[src/rtl/kcomb_pattern_gen.sv]
// Popcount-to-pattern generator: after a load of count n, streams every W-bit
// word with exactly n bits set, in ascending order, over a valid/ready port.
module kcomb_pattern_gen #(
  parameter int W  = 8,
  parameter int CW = 4,
  parameter int IW = 7
) (
  input  logic          i_clk,
  input  logic          i_rst,
  input  logic          i_load,
  input  logic [CW-1:0] i_n,
  input  logic          i_out_ready,
  output logic          o_busy,
  output logic [W-1:0]  o_q,
  output logic          o_out_valid,
  output logic          o_last,
  output logic [IW-1:0] o_idx,
  output logic          o_err,
  output logic          o_state
);

  // Output handshake: a word moves when o_out_valid && i_out_ready at a rising
  // edge; while o_out_valid is high and i_out_ready low, o_q/o_last/o_idx hold.
  typedef enum logic {
    S_IDLE = 1'b0,
    S_RUN  = 1'b1
  } state_t;

  state_t        r_state;
  logic [W-1:0]  r_q;
  logic [W-1:0]  r_top;
  logic          r_valid;
  logic          r_last;
  logic [IW-1:0] r_idx;
  logic          r_err;
  logic          r_busy;

  logic [W:0]    w_q_ext;
  logic [W:0]    w_c;
  logic [W:0]    w_r;
  logic [W-1:0]  w_succ;
  logic          w_xfer;
  logic          w_n_bad;

  function automatic logic [W-1:0] low_mask(input logic [CW-1:0] n);
    logic [W-1:0] m;
    m = '0;
    for (int i = 0; i < W; i++) m[i] = (i < int'(n));
    return m;
  endfunction

  // Highest word of the sequence: the n set bits packed against the MSB.
  function automatic logic [W-1:0] top_mask(input logic [CW-1:0] n);
    logic [W-1:0] m;
    m = '0;
    for (int i = 0; i < W; i++) m[i] = (i >= (W - int'(n)));
    return m;
  endfunction

  function automatic int ctz(input logic [W:0] c);
    int k;
    k = 0;
    for (int i = W; i >= 0; i--) if (c[i]) k = i;
    return k;
  endfunction

  // Gosper step in W+1 bits so the carry out of the lowest run is kept.
  always_comb begin
    w_q_ext = {1'b0, r_q};
    w_c     = w_q_ext & (~w_q_ext + 1'b1);
    w_r     = w_q_ext + w_c;
    w_succ  = W'(w_r | (((w_r ^ w_q_ext) >> 2) >> ctz(w_c)));
  end

  assign w_xfer  = r_valid && i_out_ready;
  assign w_n_bad = (i_n > CW'(W));

  always_ff @(posedge i_clk) begin
    if (i_rst) begin
      r_state <= S_IDLE;
      r_q     <= '0;
      r_top   <= '0;
      r_valid <= 1'b0;
      r_last  <= 1'b0;
      r_idx   <= '0;
      r_err   <= 1'b0;
      r_busy  <= 1'b0;
    end else begin
      r_err <= 1'b0;
      case (r_state)
        S_IDLE: begin
          if (i_load) begin
            if (w_n_bad) begin
              r_err <= 1'b1;
            end else begin
              r_state <= S_RUN;
              r_q     <= low_mask(i_n);
              r_top   <= top_mask(i_n);
              r_valid <= 1'b1;
              r_last  <= (i_n == '0) || (i_n == CW'(W));
              r_idx   <= '0;
              r_busy  <= 1'b1;
            end
          end
        end
        S_RUN: begin
          if (w_xfer) begin
            if (r_last) begin
              r_state <= S_IDLE;
              r_valid <= 1'b0;
              r_last  <= 1'b0;
              r_busy  <= 1'b0;
            end else begin
              r_q    <= w_succ;
              r_idx  <= r_idx + 1'b1;
              r_last <= (w_succ == r_top);
            end
          end
        end
        default: r_state <= S_IDLE;
      endcase
    end
  end

  assign o_busy      = r_busy;
  assign o_q         = r_q;
  assign o_out_valid = r_valid;
  assign o_last      = r_last;
  assign o_idx       = r_idx;
  assign o_err       = r_err;
  assign o_state     = r_state;

endmodule

[config.mk]
export PLATFORM = sky130hd
export DESIGN_NAME = kcomb_pattern_gen
export DESIGN_NICKNAME = d
export VERILOG_FILES = /design/src/rtl/kcomb_pattern_gen.sv
export SDC_FILE = /design/constraint.sdc
export NUM_CORES = 1
export LEC_CHECK = 0
export ABC_CLOCK_PERIOD_IN_PS = 3400
export BUFFER_PORTS_ARGS = -buffer_cell sky130_fd_sc_hd__buf_2
export CAP_MARGIN = 20
export CORE_ASPECT_RATIO = 1.75
export CORE_MARGIN = 2
export CORE_UTILIZATION = 58
export DETAILED_ROUTE_END_ITERATION = 6
export PLACE_DENSITY = 0.83
export SLEW_MARGIN = 20
export SYNTH_ARGS = -nofsm -noshare
export SYNTH_HDL_FRONTEND = slang
export SYNTH_SLANG_ARGS = --single-unit
export TNS_END_PERCENT = 20
[constraint.sdc]
create_clock -name i_clk -period 3.4 [get_ports i_clk]
set_input_delay 0.51 -clock i_clk [delete_from_list [all_inputs] [get_ports i_clk]]
set_output_delay 0.51 -clock i_clk [all_outputs]
set_load 0.01 [all_outputs]
==> metrics.txt <==
# TYPE chip_impl_metric gauge
chip_impl_metric{name="gpl_congestion",unit=""} 1.02
chip_impl_metric{name="drtPass1Iterations",unit=""} 6
chip_impl_metric{name="period_minus_slack",unit="ns"} 3.01
chip_impl_metric{name="gr-usage-all-layers",unit="%"} 28.8
chip_impl_metric{name="dpl.cell_count",unit=""} 342
chip_impl_metric{name="fill_cells",unit=""} 331
chip_impl_metric{name="drc_violations_left",unit=""} 0
chip_impl_info{name="holdCritStartpoint",value="r_top[6]"} 1
chip_impl_info{name="synth_ff_type",value="dfxtp_1"} 1
chip_impl_info{name="crit-reg2reg-launch",value="o_q[4]"} 1
chip_impl_metric{name="synthesis.nets",unit=""} 295
chip_impl_metric{name="overflow",unit=""} 0
chip_impl_metric{name="final_cells",unit=""} 346
chip_impl_metric{name="number_of_global_route_vias_before_repair",unit=""} 2072
chip_impl_metric{name="finalSetupViolCount",unit=""} 0
chip_impl_metric{name="ios",unit=""} 28
chip_impl_metric{name="postCtsSetupBuffers",unit=""} 0
chip_impl_metric{name="h-tree-depth",unit=""} 1
chip_impl_metric{name="maxClockFrequency",unit="GHz"} 0.332
chip_impl_metric{name="post-route-period-util",unit="%"} 88.5
chip_impl_metric{name="synth.avg_cell_area",unit="um^2"} 7.40
chip_impl_metric{name="worstHoldPathCells",unit=""} 2
chip_impl_metric{name="cts.sinks",unit=""} 27
chip_impl_metric{name="max_vdd_drop",unit="uV"} 338
chip_impl_metric{name="final.setup_skew",unit="ns"} 0.00505
chip_impl_metric{name="placement.cell_area",unit="um^2"} 2240
chip_impl_metric{name="worst_pin_slew",unit="ns"} 0.622
chip_impl_metric{name="grt_antenna_before_repair",unit=""} 0
chip_impl_metric{name="coreArea",unit="um^2"} 3400
chip_impl_metric{name="numPortBuffers",unit=""} 27
chip_impl_metric{name="die_h",unit="um"} 83.4
chip_impl_metric{name="avgRoutedWirePerCell",unit="um"} 17.0
chip_impl_metric{name="netlist_instances",unit=""} 282
chip_impl_metric{name="synth.distinct_cells",unit=""} 58
chip_impl_metric{name="synth.yosys.warnings",unit=""} 0
chip_impl_metric{name="post_cts_resized",unit=""} 0
chip_impl_metric{name="fin_area",unit="um^2"} 2290
chip_impl_metric{name="starting_density",unit="%"} 61.4
chip_impl_metric{name="tritoncts.num_buffers",unit=""} 3
chip_impl_metric{name="fin_util",unit="%"} 67.4
chip_impl_metric{name="synth_seq_cells",unit=""} 27
chip_impl_metric{name="drtIter0Drc",unit=""} 127
chip_impl_metric{name="nets",unit=""} 315
chip_impl_metric{name="clk-insertion-delay-late",unit="ns"} 0.28
chip_impl_metric{name="critical_path_required",unit="ns"} 3.59
chip_impl_metric{name="clock_path_buffers",unit=""} 2
chip_impl_metric{name="place.detailed.hpwl",unit="um"} 4590
chip_impl_metric{name="cts_hold_buffers",unit=""} 0
chip_impl_metric{name="powerDensity",unit="nW/um^2"} 398
chip_impl_metric{name="final_layout_size_suffix_gt1_share",unit="%"} 15.6
chip_impl_metric{name="die_w",unit="um"} 49.3
chip_impl_info{name="most-common-layout-cells",value="nand2_1 (30), buf_2 (27), dfxtp_1 (27), nor2_1 (25), a21oi_1 (21)"} 1
chip_impl_info{name="critPathLaunchType",value="flop"} 1
chip_impl_info{name="worst-setup-path-type",value="flop to flop"} 1
chip_impl_info{name="holdCritPathClass",value="flop to flop"} 1
chip_impl_metric{name="power_leakage",unit="nW"} 0.920
chip_impl_metric{name="ys_async_sr_fraction",unit="%"} 0
chip_impl_metric{name="finalHoldWorstSlack",unit="ns"} 0.494
chip_impl_metric{name="cp_max_fo",unit=""} 15
chip_impl_metric{name="maximum_number_of_pins_on_one_net_before_global_route_repair",unit=""} 29
chip_impl_metric{name="routed_via_density",unit=""} 6.47
chip_impl_metric{name="fin_tns_setup",unit="ns"} 0
chip_impl_metric{name="cap_viol_max_count",unit=""} 0
chip_impl_metric{name="grt_first_pass_wirelength",unit="um"} 9470
chip_impl_info{name="tritoncts_clock_tree",value="built"} 1
chip_impl_metric{name="arrival_time_of_the_worst_setup_path",unit="ns"} 3.20
chip_impl_info{name="worstSetupStartpoint",value="o_q[4]"} 1
chip_impl_metric{name="vias",unit=""} 2238
chip_impl_metric{name="syn_area",unit="um^2"} 2090
chip_impl_metric{name="drv_slew",unit=""} 0
chip_impl_info{name="clock-root-buffer",value="clkbuf_8"} 1
chip_impl_metric{name="cts.reportedPaths.clkPinSlew",unit="ns"} 0.10
chip_impl_metric{name="antennaDiodeCount",unit=""} 0
chip_impl_info{name="end_kind",value="flop"} 1
chip_impl_metric{name="routed_wirelength",unit="um"} 5870
chip_impl_info{name="layout_commonest_cell",value="nand2_1"} 1
chip_impl_info{name="run_status",value="finished, final reports clean"} 1
chip_impl_metric{name="fp.dieArea",unit="um^2"} 4110
chip_impl_metric{name="r2r.worst_path.cells",unit=""} 8
chip_impl_metric{name="synth-edff-count",unit=""} 0
chip_impl_metric{name="relSlewSlack",unit="%"} 58.2
chip_impl_metric{name="rows",unit=""} 28
chip_impl_metric{name="post_route_ant_nets",unit=""} 0
chip_impl_metric{name="final-hold-violation-count",unit=""} 0
chip_impl_metric{name="area.growth.synth_to_final",unit="%"} 9.77
chip_impl_metric{name="synth_sequential_area_ratio",unit="%"} 25.9
chip_impl_info{name="grt_setup_unrepaired",value="false"} 1
-- flip-flops by register name, summed over array words and instances (netlist names) --
register and cells:
o_idx 7, o_busy 1, r_top 8, o_last 1
o_err 1, o_state 1, o_q 8
-- cell usage after synthesis, drive strengths merged (6+ instances only) --
library cell	number	share of area, %
and3	6	1.8
a21oi	21	5.0
inv	9	1.6
o21ai	9	2.2
nor2b	7	2.1
dfxtp	27	26
nand2	30	5.4
buf	9	2.6
o211ai	8	2.9
xor2	7	2.9
a211oi	6	2.4
nand3	7	1.7
clkbuf	11	2.0
nor3	19	4.6
nor2	25	4.5
-- logic make-up after synthesis --
family / after synthesis / share of synthesized area (%)
AND/OR/NAND/NOR: 122 / 29.6
AO/OA/AOI/OAI: 81 / 27.3
adder cells (fa/ha/maj): 5 / 3.00
flip-flops: 27 / 25.9
XOR/XNOR: 12 / 5.04
multiplexers: 6 / 2.94
buffers and inverters: 29 / 6.23
-- layout make-up --
class,count,area (um^2),area share [%]
clock buffers,3,41.3,1.80
clock inverters,1,7.51,0.328
inverters,9,33.8,1.47
multi-input cells,226,1420,61.8
flip-flops and latches,27,541,23.6
well taps,45,56.3,2.46
repair buffers,35,195,8.52
-- path summary, 6_finish.rpt --
kind,to,slack [ns]
hold reg to reg,r_top[6],0.49
setup reg to reg,o_last,0.39
hold / removal,r_top[6],0.49
setup / recovery,o_last,0.39
-- report_power, final --
part | internal, mW | switching [mW] | total [mW] | leakage [nW]
sequential | 0.336 | 0.0301 | 0.366 | 0.221
combinational | 0.136 | 0.220 | 0.356 | 0.678
clock | 0.0833 | 0.107 | 0.190 | 0.0217
-- critical path: stages (launching register included) --
cell	delay (ns)
dfxtp_1	0.62
inv_1	0.15
a2111o_1	0.46
o311ai_1	0.46
o21a_1	0.16
o21ai_0	0.09
a2111oi_0	0.28
or4b_1	0.49
o41ai_2	0.20
-- layer usage --
metal / vias to the layer above / wire length (um) / share of wire, % / track usage, %
met4: 0 / 275 / 4.7 / 16.6
met2: 90 / 3160 / 54 / 52.9
li1: 1081 / - / - / -
met3: 25 / 225 / 3.8 / 3.24
met1: 1042 / 2210 / 38 / 30.2
met5: - / 0 / 0 / 0
-- per-stage QoR --
stage / power (mW) / setup slack [ns]
CTS: 0.908 / 0.426
finish: 0.912 / 0.391
floorplan: 0.632 / 0.511
detailed placement: 0.720 / 0.458
global route: 0.960 / 0.161
global placement: 0.717 / 0.463
(Power assumes the default switching activity.)
